<file path="src/rtl/aes_pkg.sv">
// aes_pkg: shared widths, word counts and loader state type for the AES word loader
package aes_pkg;
  localparam int key_words_gp = 8;
  localparam int text_words_gp = 4;
  localparam int aes_key_width_gp = 256;
  localparam int aes_block_width_gp = 128;
  typedef enum logic [1:0] {eLoad, eSettle, eOut} aes_loader_state_e;
endpackage

</file>
<file path="src/rtl/aes_word_loader.sv">
// aes_word_loader: deserializes key/text words for a combinational AES core, settles, captures and hands off ciphertext
module aes_word_loader
  import aes_pkg::*;
#(
  parameter int word_width_p = 32,
  parameter int settle_cycles_p = 4
) (
  input  logic                          clk_i,
  input  logic                          reset_i,
  input  logic [word_width_p-1:0]       data_i,
  input  logic                          key_i,
  input  logic                          v_i,
  output logic                          ready_o,
  output logic [aes_key_width_gp-1:0]   key_o,
  output logic [aes_block_width_gp-1:0] plaintext_o,
  input  logic [aes_block_width_gp-1:0] ciphertext_i,
  output logic [aes_block_width_gp-1:0] data_o,
  output logic                          v_o,
  input  logic                          yumi_i
);
  localparam int sw = settle_cycles_p > 1 ? $clog2(settle_cycles_p) : 1;
  aes_loader_state_e r_state;
  logic [2:0] r_kcnt;
  logic [1:0] r_tcnt;
  logic [sw-1:0] r_scnt;
  logic r_loaded, r_v;
  logic [aes_key_width_gp-1:0] r_key;
  logic [aes_block_width_gp-1:0] r_text, r_data;
  logic w_key_acc, w_text_acc, w_key_last, w_text_last;
  assign ready_o = (r_state == eLoad) & (key_i | r_loaded);
  assign w_key_acc = v_i & ready_o & key_i;
  assign w_text_acc = v_i & ready_o & ~key_i;
  assign w_key_last = r_kcnt == 3'(key_words_gp - 1);
  assign w_text_last = r_tcnt == 2'(text_words_gp - 1);
  assign key_o = r_key;
  assign plaintext_o = r_text;
  assign data_o = r_data;
  assign v_o = r_v;
  always_ff @(posedge clk_i) begin
    if (reset_i) begin
      r_state <= eLoad;
      r_kcnt <= '0;
      r_tcnt <= '0;
      r_scnt <= '0;
      r_loaded <= 1'b0;
      r_v <= 1'b0;
      r_key <= '0;
      r_text <= '0;
      r_data <= '0;
    end else begin
      if (w_key_acc) begin
        r_key <= {r_key[aes_key_width_gp-word_width_p-1:0], data_i};
        r_kcnt <= w_key_last ? '0 : r_kcnt + 3'd1;
        r_loaded <= w_key_last;
      end
      if (w_text_acc) begin
        r_text <= {r_text[aes_block_width_gp-word_width_p-1:0], data_i};
        r_tcnt <= w_text_last ? '0 : r_tcnt + 2'd1;
        if (w_text_last) begin
          r_state <= eSettle;
          r_scnt <= sw'(settle_cycles_p - 1);
        end
      end
      if (r_state == eSettle) begin
        r_scnt <= r_scnt - sw'(1);
        if (r_scnt == '0) begin
          r_data <= ciphertext_i;
          r_v <= 1'b1;
          r_state <= eOut;
        end
      end
      if (r_state == eOut && yumi_i) begin
        r_v <= 1'b0;
        r_state <= eLoad;
      end
    end
  end
endmodule
</file>
<file path="config.mk">
export PLATFORM = sky130hd
export DESIGN_NAME = aes_word_loader
export DESIGN_NICKNAME = d
export VERILOG_FILES = /design/src/rtl/aes_pkg.sv /design/src/rtl/aes_word_loader.sv
export SDC_FILE = /design/constraint.sdc
export NUM_CORES = 1
export LEC_CHECK = 0
export BUFFER_PORTS_ARGS = -buffer_cell sky130_fd_sc_hd__clkbuf_2
export CAP_MARGIN = 20
export CORE_AREA = 2 2 261 263
export DETAILED_ROUTE_END_ITERATION = 10
export DIE_AREA = 0 0 263 265
export HOLD_SLACK_MARGIN = 0.12
export PLACE_DENSITY_LB_ADDON = 0.12
export SLEW_MARGIN = 5
export SYNTH_ARGS = -nofsm -noshare
export SYNTH_HDL_FRONTEND = slang
export SYNTH_SLANG_ARGS = --single-unit
</file>
<file path="constraint.sdc">
create_clock -name clk_i -period 3.4 [get_ports clk_i]
set_input_delay 0.17 -clock clk_i [delete_from_list [all_inputs] [get_ports clk_i]]
set_output_delay 0.17 -clock clk_i [all_outputs]
set_load 0.02 [all_outputs]
</file>
# [Word level (Yosys, flattened, before mapping)]
# Index checks and enable logic that the tools add are counted.
[op_classes] add_sub_neg=3 n_eq_ne=4 mux=9 n_bitwise=6 n_reduce_logical=8
[ops] cell="2-bit 2-to-1 mux" n=8
[ops] cell="1-bit AND" n=4
[ops] cell="2-bit == test (second input constant)" n=2
[ops] cell="2-bit zero test" n=2
[ops] cell="2-bit AND reduction" n=2
[ops] cell="2-bit nonzero test" n=2
[ops] cell="3-bit by 1-bit adder with 3-bit output (second input constant)" n=1
[ops] cell="3-bit == test (second input constant)" n=1
[ops] cell="3-bit 2-to-1 mux" n=1
[ops] cell="2-bit by 1-bit adder with 2-bit output (second input constant)" n=1
[ops] cell="2-bit by 1-bit == test with 1-bit output (second input constant)" n=1
[ops] cell="2-bit OR reduction" n=1
[ops] cell="2-bit by 1-bit subtractor with 2-bit output (second input constant)" n=1
[ops] cell="1-bit logical AND" n=1
[ops] cell="1-bit NOT" n=1
[ops] cell="1-bit OR" n=1
[totals] ff_bits=523 in_bits=165 out_inout_bits=514 wordCells=39

# [Longest topological paths before layout]
# Gate-level depths: netlist (run 1).
[logic_depth] depth_word=7 ltp_mapped=7 ltp_nobuf=5

# [Worst setup path after synthesis (run 1)]
# No wires, ideal clock.
[synth_timing] kind="register to register" start="register r_state[0]" end="register r_tcnt[0]" setup_time_ps=70 arrival_time_ps=1444 required_time_ps=3330 setup_slack_ps=1885 stages_incl_launch_ff=5 path_buffers=1 synth_period_minus_slack_ps=1515 cell_sequence="dfxtp_1 or3b_1 buf_2 or4_1 a21oi_1"
[synth_between] elab_chain_len=4
[synth_lines] item="start, declared" line="aes_word_loader.sv:22" text="aes_loader_state_e r_state;"
[synth_lines] item="start signal, assigned" line="aes_word_loader.sv:41" text="r_state <= eLoad;"
[synth_lines] item="start signal, assigned" line="aes_word_loader.sv:60" text="r_state <= eSettle;"
[synth_lines] item="start signal, assigned" line="aes_word_loader.sv:69" text="r_state <= eOut;"
[synth_lines] item="2-bit zero test" line="aes_word_loader.sv:30" text="assign ready_o = (r_state == eLoad) & (key_i | r_loaded);"
[synth_lines] item="1-bit AND" line="aes_word_loader.sv:30"
[synth_lines] item="1-bit AND (2 in series)" line="aes_word_loader.sv:32" text="assign w_text_acc = v_i & ready_o & ~key_i;"
[synth_lines] item="end signal, assigned" line="aes_word_loader.sv:58" text="r_tcnt <= w_text_last ? '0 : r_tcnt + 2'd1;"
[synth_lines] item="end, declared" line="aes_word_loader.sv:24" text="logic [1:0] r_tcnt;"
# Every way passes these cells.
# A chain may end at the register's enable or synchronous reset.

# [Final worst setup path (run 1)]
[layout_timing] start="register r_state[0]" end="register r_data[10], in the netlist data_o[10]"
[layout_between] elab_chain_len=2
[layout_lines] item="2-bit by 1-bit == test with 1-bit output" line="aes_word_loader.sv:64" text="if (r_state == eSettle) begin"
[layout_lines] item="2-bit AND reduction (no source line)"
[layout_lines] item="end signal, assigned" line="aes_word_loader.sv:67" text="r_data <= ciphertext_i;"
[layout_lines] item="end, declared" line="aes_word_loader.sv:28" text="logic [aes_block_width_gp-1:0] r_text, r_data;"
# Every way passes these cells.

==> results of run 1 <==
## per-layer routing
metal | GRT usage, % | part of all wire, %
met1 | 23.9 | 41
met2 | 33.7 | 48
met3 | 6.69 | 8.5
met4 | 6.30 | 3.0
met5 | 0 | 0.015
## critical path: stages (launching register included)
cell	delay, ns
dfxtp_1	0.59
and3b_4	0.66
buf_4	0.51
nand2_1	0.12
a21oi_1	0.14
## cell usage in the layout (no fill, tap or decap), drive strengths merged
cell type and instances:
nor4bb 1, nand3 129, nor2b 3, dlygate4sd3 162, nand3b 1, and3b 2, clkbuf 758, nand2 777
nand2b 2, buf 48, or3 1, diode 1, or3b 1, clkinvlp 3, nand4bb 1, a211oi 4
dfxtp 523, ha 4, a21oi 521, o21ai 132, nor3b 1, inv 4, clkinv 19, nor3 2
or4 1, bufinv 4, nor2 1
## flip-flops by register name, summed over array words and instances, names as in the netlist
| register | count |
|---|---|
| key_o | 256 |
| data_o | 128 |
| plaintext_o | 128 |
| r_kcnt | 3 |
| r_scnt | 2 |
| r_state | 2 |
| r_tcnt | 2 |
| r_loaded | 1 |
| v_o | 1 |
## through the flow
stage / instance area [µm²] / instances
after CTS: 26200 / 3978
after floorplan: 18400 / 2311
after global routing: 26200 / 3979
after detailed placement: 22600 / 3707
final: 26200 / 3979
after global placement: 22600 / 3707
## final cells by class
| type | instances | area [µm²] | area share, % |
|---|---|---|---|
| Sequential cell | 523 | 10500 | 39.9 |
| Multi-Input combinational cell | 1584 | 7100 | 27.1 |
| Timing Repair Buffer | 887 | 5570 | 21.2 |
| Clock buffer | 81 | 1690 | 6.44 |
| Tap cell | 873 | 1090 | 4.17 |
| Clock inverter | 28 | 295 | 1.13 |
| Inverter | 2 | 7.51 | 0.0286 |
| Antenna cell | 1 | 2.50 | 0.00954 |
## where the power goes
group          switching, mW  total [mW]  internal, mW  leakage, nW
sequential            0.0251        6.18          6.16         4.22
combinational          0.416       0.695         0.279         5.17
clock                   2.67        6.45          3.78        0.982
total                   3.11        13.3          10.2         10.4
## final timing paths
kind	endpoint	cells past startpoint	from	slack, ns
hold / removal	plaintext_o[62]$_SDFFE_PP0N_	4	v_i	0.19
setup / recovery	data_o[10]$_SDFFE_PP0P_	4	r_state[0]$_SDFF_PP0_	1.27
hold reg to reg	data_o[89]$_SDFFE_PP0P_	2	data_o[89]$_SDFFE_PP0P_	0.45
setup reg to reg	data_o[10]$_SDFFE_PP0P_	4	r_state[0]$_SDFF_PP0_	1.27
## cell families (layout without fill, tap and decap cells)
kind of cell    Yosys count  in the layout  share of synthesized area, %
simple gates            923            923                          20.1
compound gates          657            657                          18.0
flops                   523            523                          57.1
buf+inv                 204            998                          4.60
fa+ha+maj                 4              4                         0.273
other cells               0              1                             0
## repair_timing
| action | in CTS | in global routing |
|---|---|---|
| hold endpoints to repair | 195 | 0 |
| setup buffers | 0 | 0 |
| hold buffers | 162 | 0 |
==> impl_metrics.env, run 1 <==
export IMPL_finalSetupTns_ns=0
export IMPL_cp_data_arrival_time_ns=2.67
export IMPL_cts_resized=0
export IMPL_grt_pass1_wl_um=110000
export IMPL_globalplace_congestion=0.830
export IMPL_grt_use_total_pct=20.0
export IMPL_utilization_pct=39.2
export IMPL_insertion_delay_ns=0.63
export IMPL_core_area_um2=66800
export IMPL_total_power_mw=13.3
export IMPL_io_pins=679
export IMPL_synth_async_reset_ratio_pct=0
export IMPL_grt_overflow_total=0
export IMPL_cts_sinks=523
export IMPL_synth_seq_cells=523
export IMPL_grt_max_degree=125
export IMPL_max_slew_margin_rel_pct=33.3
export IMPL_rsz0062_at_grt="false"
export IMPL_numPortBuffers=678
export IMPL_cts_made_buffers=59
export IMPL_die_w_um=263
export IMPL_layout_drive_gt1_share_pct=26.8
export IMPL_hold_path_class="input pin to register"
export IMPL_wl_per_cell_um=18.4
export IMPL_dieArea_um2=69700
export IMPL_drc=0
export IMPL_ys_flop_type="dfxtp_1"
export IMPL_syn_area_per_cell_um2=7.94
export IMPL_dieHeight_um=265
export IMPL_critPathMaxFanout=46
export IMPL_vias_per_cell=4.65
export IMPL_yosysTopAreaCell="dfxtp_1"
export IMPL_startpoint_type="register"
export IMPL_start_util_pct=27.5
export IMPL_cts_tree="done"
export IMPL_row_count=95
export IMPL_nets=3226
export IMPL_fmax_ghz=0.469
export IMPL_layout_min_cycle_time_ns=2.13
export IMPL_status="complete, no violations"
export IMPL_setup_viol=0
export IMPL_path_class="register to register"
export IMPL_ys_warn_count=0
export IMPL_p_leak_nw=10.4
export IMPL_antenna_found_initial=2
export IMPL_drt_pass1_iter_count=5
export IMPL_period_share_pct=62.7
export IMPL_crit_required_ns=3.94
export IMPL_clockBufferDepth=3
export IMPL_synthDistinctLibCells=23
export IMPL_dp_hpwl_um=52500
export IMPL_hold_slack_ns=0.191
export IMPL_netlist_area_leader_share_pct=57.1
export IMPL_netlist_instances=2311
export IMPL_n_fill_cell=6971
export IMPL_fin_ws_ns=1.27
export IMPL_cp_end_kind="register"
export IMPL_first_iter_violations=1284
export IMPL_area_growth_pct=42.9
export IMPL_synth_area_leaders="dfxtp_1 57%, nand2_1 16%, a21oi_1 14%, o21ai_0 3.6%, nand3_1 3.5%"
export IMPL_synth_nets=2480
export IMPL_ir_worst_vdd_uv=379
export IMPL_hold_viol=0
export IMPL_preCtsSetupSlack_ns=1.27
export IMPL_netlist_top_cells_count="777 x nand2_1, 523 x dfxtp_1, 521 x a21oi_1, 134 x clkbuf_1, 132 x o21ai_0"
export IMPL_wl_um=73300
export IMPL_cts_root_buf="clkbuf_16"
export IMPL_post_synth_top_count_cell="nand2_1"
export IMPL_num_vias=18497
export IMPL_cts_max_level=2
export IMPL_max_cap_violations=0
export IMPL_ys_seq_area_share_pct=57.1
export IMPL_clkTransAtPathRegs_ns=0.06
export IMPL_grt_pass1_vias=17767
export IMPL_tightest_slew_ns=1.00
export IMPL_final_max_slew_viol_count=0
export IMPL_syn_area_um2=18400
export IMPL_p_per_area_nw_per_um2=508
export IMPL_fin_skew_ns=0.0183
export IMPL_antenna_left=0
export IMPL_synth_edf_count=0
Note: power is estimated with default switching activity, not from simulation.
==> inputs of run 2 (changes only) <==
--- a/config.mk
+++ b/config.mk
@@ -5,11 +5,12 @@
 export SDC_FILE = /design/constraint.sdc
 export NUM_CORES = 1
 export LEC_CHECK = 0
+export ABC_AREA = 1
 export BUFFER_PORTS_ARGS = -buffer_cell sky130_fd_sc_hd__clkbuf_2
 export CAP_MARGIN = 20
-export CORE_AREA = 2 2 261 263
+export CORE_AREA = 2 2 267 269
 export DETAILED_ROUTE_END_ITERATION = 10
-export DIE_AREA = 0 0 263 265
+export DIE_AREA = 0 0 269 271
 export HOLD_SLACK_MARGIN = 0.12
 export PLACE_DENSITY_LB_ADDON = 0.12
 export SLEW_MARGIN = 5
==> constraint.sdc (replaced) <==
create_clock -name clk_i -period 1.96 [get_ports clk_i]
set_input_delay 0.098 -clock clk_i [delete_from_list [all_inputs] [get_ports clk_i]]
set_output_delay 0.098 -clock clk_i [all_outputs]
set_load 0.02 [all_outputs]
==> impl_metrics.env, run 2 <==
export IMPL_grt_overflow_total=0
export IMPL_tightest_slew_ns=0.682
export IMPL_antenna_left=0
export IMPL_worstReg2RegEnd="plaintext_o[2]$_SDFFE_PP0N_"
export IMPL_ys_seq_area_share_pct=57.9
export IMPL_hold_path_class="input pin to register"
export IMPL_netlist_instances=2286
export IMPL_dieHeight_um=271
export IMPL_ir_worst_vdd_uv=611
export IMPL_largest_reg_flops=256
export IMPL_layout_drive_gt1_share_pct=25.8
export IMPL_cp_slowest_cell="dlygate4sd3_1"
export IMPL_grt_use_total_pct=18.2
export IMPL_num_vias=17454
export IMPL_critPathMaxFanout=26
export IMPL_cp_end_kind="register"
export IMPL_fin_skew_ns=0.0190
export IMPL_cts_sinks=523
export IMPL_vias_per_cell=4.32
export IMPL_ys_flop_type="dfxtp_1"
export IMPL_met3_usage_pct=5.83
export IMPL_max_cap_violations=0
export IMPL_synth_edf_count=0
export IMPL_cts_resized=0
export IMPL_dieArea_um2=72900
export IMPL_synth_nets=2455
export IMPL_grt_max_degree=132
export IMPL_clockBufferDepth=3
export IMPL_status="complete, no violations"
export IMPL_period_share_pct=92.0
export IMPL_syn_area_per_cell_um2=7.92
export IMPL_drc=0
export IMPL_startpoint_type="register"
export IMPL_syn_area_um2=18100
export IMPL_netlist_top_cells_count="524 x nor2_1, 523 x dfxtp_1, 389 x o21ai_0, 268 x nand2_1, 263 x a21oi_1"
export IMPL_insertion_delay_ns=0.62
export IMPL_crit_chain="nor2_4 > nand4_4 > inv_4 > nand2_1 > dlygate4sd3_1 > a21oi_1"
export IMPL_crit_buf_inv=2
export IMPL_ys_warn_count=0
export IMPL_io_pins=679
export IMPL_core_area_um2=69800
export IMPL_wl_um=69800
export IMPL_yosysTopAreaCell="dfxtp_1"
export IMPL_antenna_found_initial=5
export IMPL_globalplace_congestion=0.830
export IMPL_utilization_pct=37.3
export IMPL_die_w_um=269
export IMPL_met2_usage_pct=31.6
export IMPL_cpLargestDelayFamily="buffers and inverters"
export IMPL_cts_tree="done"
export IMPL_layout_common_cells="677 x clkbuf_2, 524 x nor2_1, 523 x dfxtp_1, 389 x o21ai_0, 268 x nand2_1"
export IMPL_p_per_area_nw_per_um2=942
export IMPL_crit_path_start="r_state[0]$_SDFF_PP0_"
export IMPL_dp_hpwl_um=50500
export IMPL_synth_async_reset_ratio_pct=0
export IMPL_fmax_ghz=0.555
export IMPL_cts_root_buf="clkbuf_16"
export IMPL_rr_startpoint="r_state[0]$_SDFF_PP0_"
export IMPL_nets=3223
export IMPL_layout_min_cycle_time_ns=1.80
export IMPL_final_max_slew_viol_count=0
export IMPL_grt_pass1_wl_um=103000
export IMPL_area_growth_pct=43.7
export IMPL_crit_path_max_incr_delay_ns=0.56
export IMPL_clkTransAtPathRegs_ns=0.06
export IMPL_numPortBuffers=678
export IMPL_netlist_area_leader_share_pct=57.9
export IMPL_hold_viol=0
export IMPL_final_common_cell="clkbuf_2"
export IMPL_p_leak_nw=10.9
export IMPL_endpoint="plaintext_o[2]$_SDFFE_PP0N_"
export IMPL_crit_required_ns=2.49
export IMPL_synth_area_leaders="dfxtp_1 58%, nor2_1 11%, o21ai_0 11%, a21oi_1 7.3%, nand2_1 5.6%"
export IMPL_cts_max_level=2
export IMPL_worst_path_stages=6
export IMPL_synthDistinctLibCells=17
export IMPL_path_class="register to register"
export IMPL_start_util_pct=25.9
export IMPL_post_synth_top_count_cell="nor2_1"
export IMPL_grt_util_met1_pct=21.0
export IMPL_row_count=97
export IMPL_cp_data_arrival_time_ns=2.34
export IMPL_max_slew_margin_rel_pct=54.5
export IMPL_synth_seq_cells=523
export IMPL_drt_pass1_iter_count=5
export IMPL_grt_pass1_vias=16641
export IMPL_first_iter_violations=1100
export IMPL_top_usage_layer="met2"
export IMPL_finalSetupTns_ns=0
export IMPL_regToRegSetupSlack_ns=0.16
export IMPL_total_power_mw=24.5
export IMPL_rsz0062_at_grt="false"
export IMPL_r2r_cells=6
export IMPL_cts_made_buffers=61
export IMPL_setup_viol=0
export IMPL_wl_per_cell_um=17.3
[run 2: stage by stage]
| stage | setup slack [ns] | hold WS (ns) | instance area, µm² | std cells |
|---|---|---|---|---|
| floorplan | 0.607 | 0.242 | 18100 | 2286 |
| global placement | 0.302 | 0.356 | 22400 | 3765 |
| detailed placement | 0.302 | 0.354 | 22400 | 3765 |
| CTS | 0.106 | 0.233 | 26000 | 4037 |
| global route | 0.0519 | 0.276 | 26000 | 4040 |
| finish | 0.157 | 0.278 | 26000 | 4040 |
[run 2: logic make-up (layout without fill, tap and decap cells)]
group | after synthesis | in the layout | synth area share, %
DFF | 523 | 523 | 57.9
adders and majority gates | 4 | 4 | 0.277
other | 0 | 3 | 0
and+or+nand+nor | 799 | 799 | 16.8
AOI/OAI and AO/OA | 652 | 652 | 18.0
buffers and inverters | 308 | 1119 | 7.04
[run 2: layout make-up]
cell class | count | area (µm²)
Multi-Input combinational cell | 1455 | 6370
Timing Repair Buffer | 875 | 5520
Sequential cell | 523 | 10500
Inverter | 138 | 536
Antenna cell | 3 | 7.51
Tap cell | 940 | 1180
Clock inverter | 11 | 144
Clock buffer | 95 | 1780
Fill cell | 7435 | 43800
[run 2: layer usage]
| layer | wire (µm) | part of all wire [%] |
|---|---|---|
| met4 | 1980 | 2.8 |
| met1 | 27900 | 40 |
| met2 | 34400 | 49 |
| met5 | 17 | 0.024 |
| met3 | 5510 | 7.9 |
[run 2: repair_timing]
action                    CTS  global route
buffers inserted            0             0
hold buffers              166             0
hold endpoints to repair  272             0
[run 2: worst min path at each step]
stage | cells past startpoint | slack, ns | to | startpoint
4_1_cts | 4 | 0.23 | plaintext_o[20]$_SDFFE_PP0N_ | data_i[20]
3_5_place_dp | 3 | 0.35 | plaintext_o[21]$_SDFFE_PP0N_ | data_i[21]
2_1_floorplan | 2 | 0.24 | plaintext_o[0]$_SDFFE_PP0N_ | data_i[0]
6_report | 4 | 0.28 | plaintext_o[21]$_SDFFE_PP0N_ | data_i[21]
5_1_grt | 4 | 0.28 | plaintext_o[23]$_SDFFE_PP0N_ | data_i[23]
3_3_place_gp | 3 | 0.36 | plaintext_o[21]$_SDFFE_PP0N_ | data_i[21]
[run 2: tightest hold or removal path, cell delays in order]
cell	delay, ns
dlygate4sd3_1	0.54
clkbuf_2	0.11
nand2_1	0.06
a21oi_1	0.05
[run 2: power breakdown]
group / switching, mW / leakage [nW] / internal [mW]
combinational: 1.37 / 5.75 / 0.852
clock: 4.49 / 0.933 / 6.55
sequential: 0.273 / 4.24 / 11.0
==> inputs of run 3 (changes only) <==
--- a/config.mk
+++ b/config.mk
@@ -12,7 +12,7 @@
 export DETAILED_ROUTE_END_ITERATION = 10
 export DIE_AREA = 0 0 269 271
 export HOLD_SLACK_MARGIN = 0.12
-export PLACE_DENSITY_LB_ADDON = 0.12
+export PLACE_DENSITY_LB_ADDON = 0.3
 export SLEW_MARGIN = 5
 export SYNTH_ARGS = -nofsm -noshare
 export SYNTH_HDL_FRONTEND = slang
==> impl_metrics.env, run 3 (synthesized netlist as in run 2, its figures left out) <==
export IMPL_cts_made_buffers=58
export IMPL_final_cell_area_um2=26400
export IMPL_grt_overflow_total=0
export IMPL_p_leak_nw=11.1
export IMPL_max_slew_margin_rel_pct=50.9
export IMPL_setup_viol=0
export IMPL_tightest_slew_ns=0.737
export IMPL_cp_data_arrival_time_ns=2.36
export IMPL_finalSetupTns_ns=0
export IMPL_die_w_um=269
export IMPL_final_common_cell="clkbuf_2"
export IMPL_insertion_delay_ns=0.60
export IMPL_combPwrFrac_pct=9.2
export IMPL_placed_cell_area_um2=22600
export IMPL_antenna_found_initial=2
export IMPL_nets=3248
export IMPL_hold_viol=0
export IMPL_grt_use_total_pct=17.7
export IMPL_critPathMaxFanout=12
export IMPL_startpoint_type="register"
export IMPL_path_class="register to register"
export IMPL_num_vias=17601
export IMPL_grt_pass1_wl_um=100000
export IMPL_layout_min_cycle_time_ns=1.84
export IMPL_cpLargestDelayFamily="buffers and inverters"
export IMPL_swShare_pct=25.0
export IMPL_n_fill_cell=7342
export IMPL_fmax_ghz=0.544
export IMPL_power_frac_clock_pct=45.0
export IMPL_period_share_pct=93.8
export IMPL_p_sw_mw=6.15
export IMPL_cts_tree="done"
export IMPL_cts_sinks=523
export IMPL_max_cap_violations=0
export IMPL_layout_common_cells="677 x clkbuf_2, 524 x nor2_1, 522 x dfxtp_1, 388 x o21ai_0, 268 x nand2_1"
export IMPL_crit_chain="nor2_4 > nand4_4 > inv_4 > dlygate4sd3_1 > nand2_1 > a21oi_1"
export IMPL_wl_per_cell_um=16.7
export IMPL_io_pins=679
export IMPL_vias_per_cell=4.33
export IMPL_crit_path_max_incr_delay_ns=0.66
export IMPL_final_max_slew_viol_count=0
export IMPL_cp_end_kind="register"
export IMPL_crit_buf_inv=2
export IMPL_internal_power_mw=18.4
export IMPL_antenna_left=0
export IMPL_cp_slowest_cell="dlygate4sd3_1"
export IMPL_first_iter_violations=1124
export IMPL_wl_um=68100
export IMPL_status="complete, no violations"
export IMPL_core_area_um2=69800
export IMPL_power_frac_seq_pct=45.8
export IMPL_row_count=97
export IMPL_dp_hpwl_um=48600
export IMPL_largest_reg_flops=256
export IMPL_p_per_area_nw_per_um2=932
export IMPL_cts_max_level=2
export IMPL_clockBufferDepth=3
export IMPL_clkTransAtPathRegs_ns=0.06
export IMPL_fin_skew_ns=0.0127
export IMPL_hold_path_class="input pin to register"
export IMPL_start_util_pct=25.9
export IMPL_rsz0062_at_grt="false"
export IMPL_crit_required_ns=2.49
export IMPL_dieArea_um2=72900
export IMPL_grt_max_degree=140
export IMPL_ir_worst_vdd_uv=694
export IMPL_drc=0
export IMPL_area_growth_pct=45.7
export IMPL_numPortBuffers=678
export IMPL_layout_drive_gt1_share_pct=26.7
export IMPL_globalplace_congestion=0.840
export IMPL_cts_root_buf="clkbuf_16"
export IMPL_drt_pass1_iter_count=5
export IMPL_dieHeight_um=271
export IMPL_grt_pass1_vias=16477
export IMPL_utilization_pct=37.8
export IMPL_total_power_mw=24.6
==> run 3: power by group through the flow <==
stage / Sequential [mW] / Clock (mW) / Combinational (mW)
6_report: 11.2 / 11.1 / 2.26
5_1_grt: 11.3 / 11.8 / 2.48
4_1_cts: 11.2 / 11.4 / 2.27
3_5_place_dp: 11.5 / 0 / 1.98
3_3_place_gp: 11.5 / 0 / 1.98
2_1_floorplan: 11.7 / 0 / 0.780
==> run 3: area by class of cell <==
type	instances	area [µm²]	share of cell area [%]
multi-input combinational	1455	6370	24.2
clock inverter	22	234	0.887
sequential	523	10500	39.7
clock buffer	84	1710	6.49
antenna	2	5.00	0.0190
timing repair buffer	903	5860	22.2
inverter	138	536	2.03
tap	940	1180	4.46
==> run 3: final timing paths <==
path,from,endpoint,slack [ns],cells past startpoint
min,data_i[22],plaintext_o[22]$_SDFFE_PP0N_,0.30,4
max reg2reg,r_state[0]$_SDFF_PP0_,r_tcnt[1]$_SDFFE_PP0N_,0.12,6
min reg2reg,data_o[92]$_SDFFE_PP0P_,data_o[92]$_SDFFE_PP0P_,0.44,2
max,r_state[0]$_SDFF_PP0_,r_tcnt[1]$_SDFFE_PP0N_,0.12,6
==> run 3: routing by layer <==
metal | wire length [µm] | track usage, % | up-vias
li1 | - | - | 8930
met1 | 29400 | 22.5 | 8008
met2 | 31700 | 28.7 | 548
met3 | 4860 | 4.61 | 115
met4 | 2100 | 6.14 | 0
met5 | 0 | 0 | -
==> run 3: repair_timing <==
action	CTS	global route
setup endpoints to repair	0	8
hold buffers	173	0
resized for setup	0	2
buffers inserted	0	3
endpoints found under the hold margin	236	0
==> run 3: through the flow <==
step | worst slack (ns) | cells | hold WS (ns)
floorplan | 0.607 | 2286 | 0.242
global placement | 0.276 | 3782 | 0.350
detailed placement | 0.258 | 3782 | 0.353
CTS | 0.0339 | 4061 | 0.251
global route | 0.00346 | 4066 | 0.299
finish | 0.122 | 4067 | 0.295
==> run 3: tightest hold or removal path: stages <==
cell and delay [ns]:
dlygate4sd3_1 0.53, clkbuf_2 0.11, nand2_1 0.06, a21oi_1 0.05
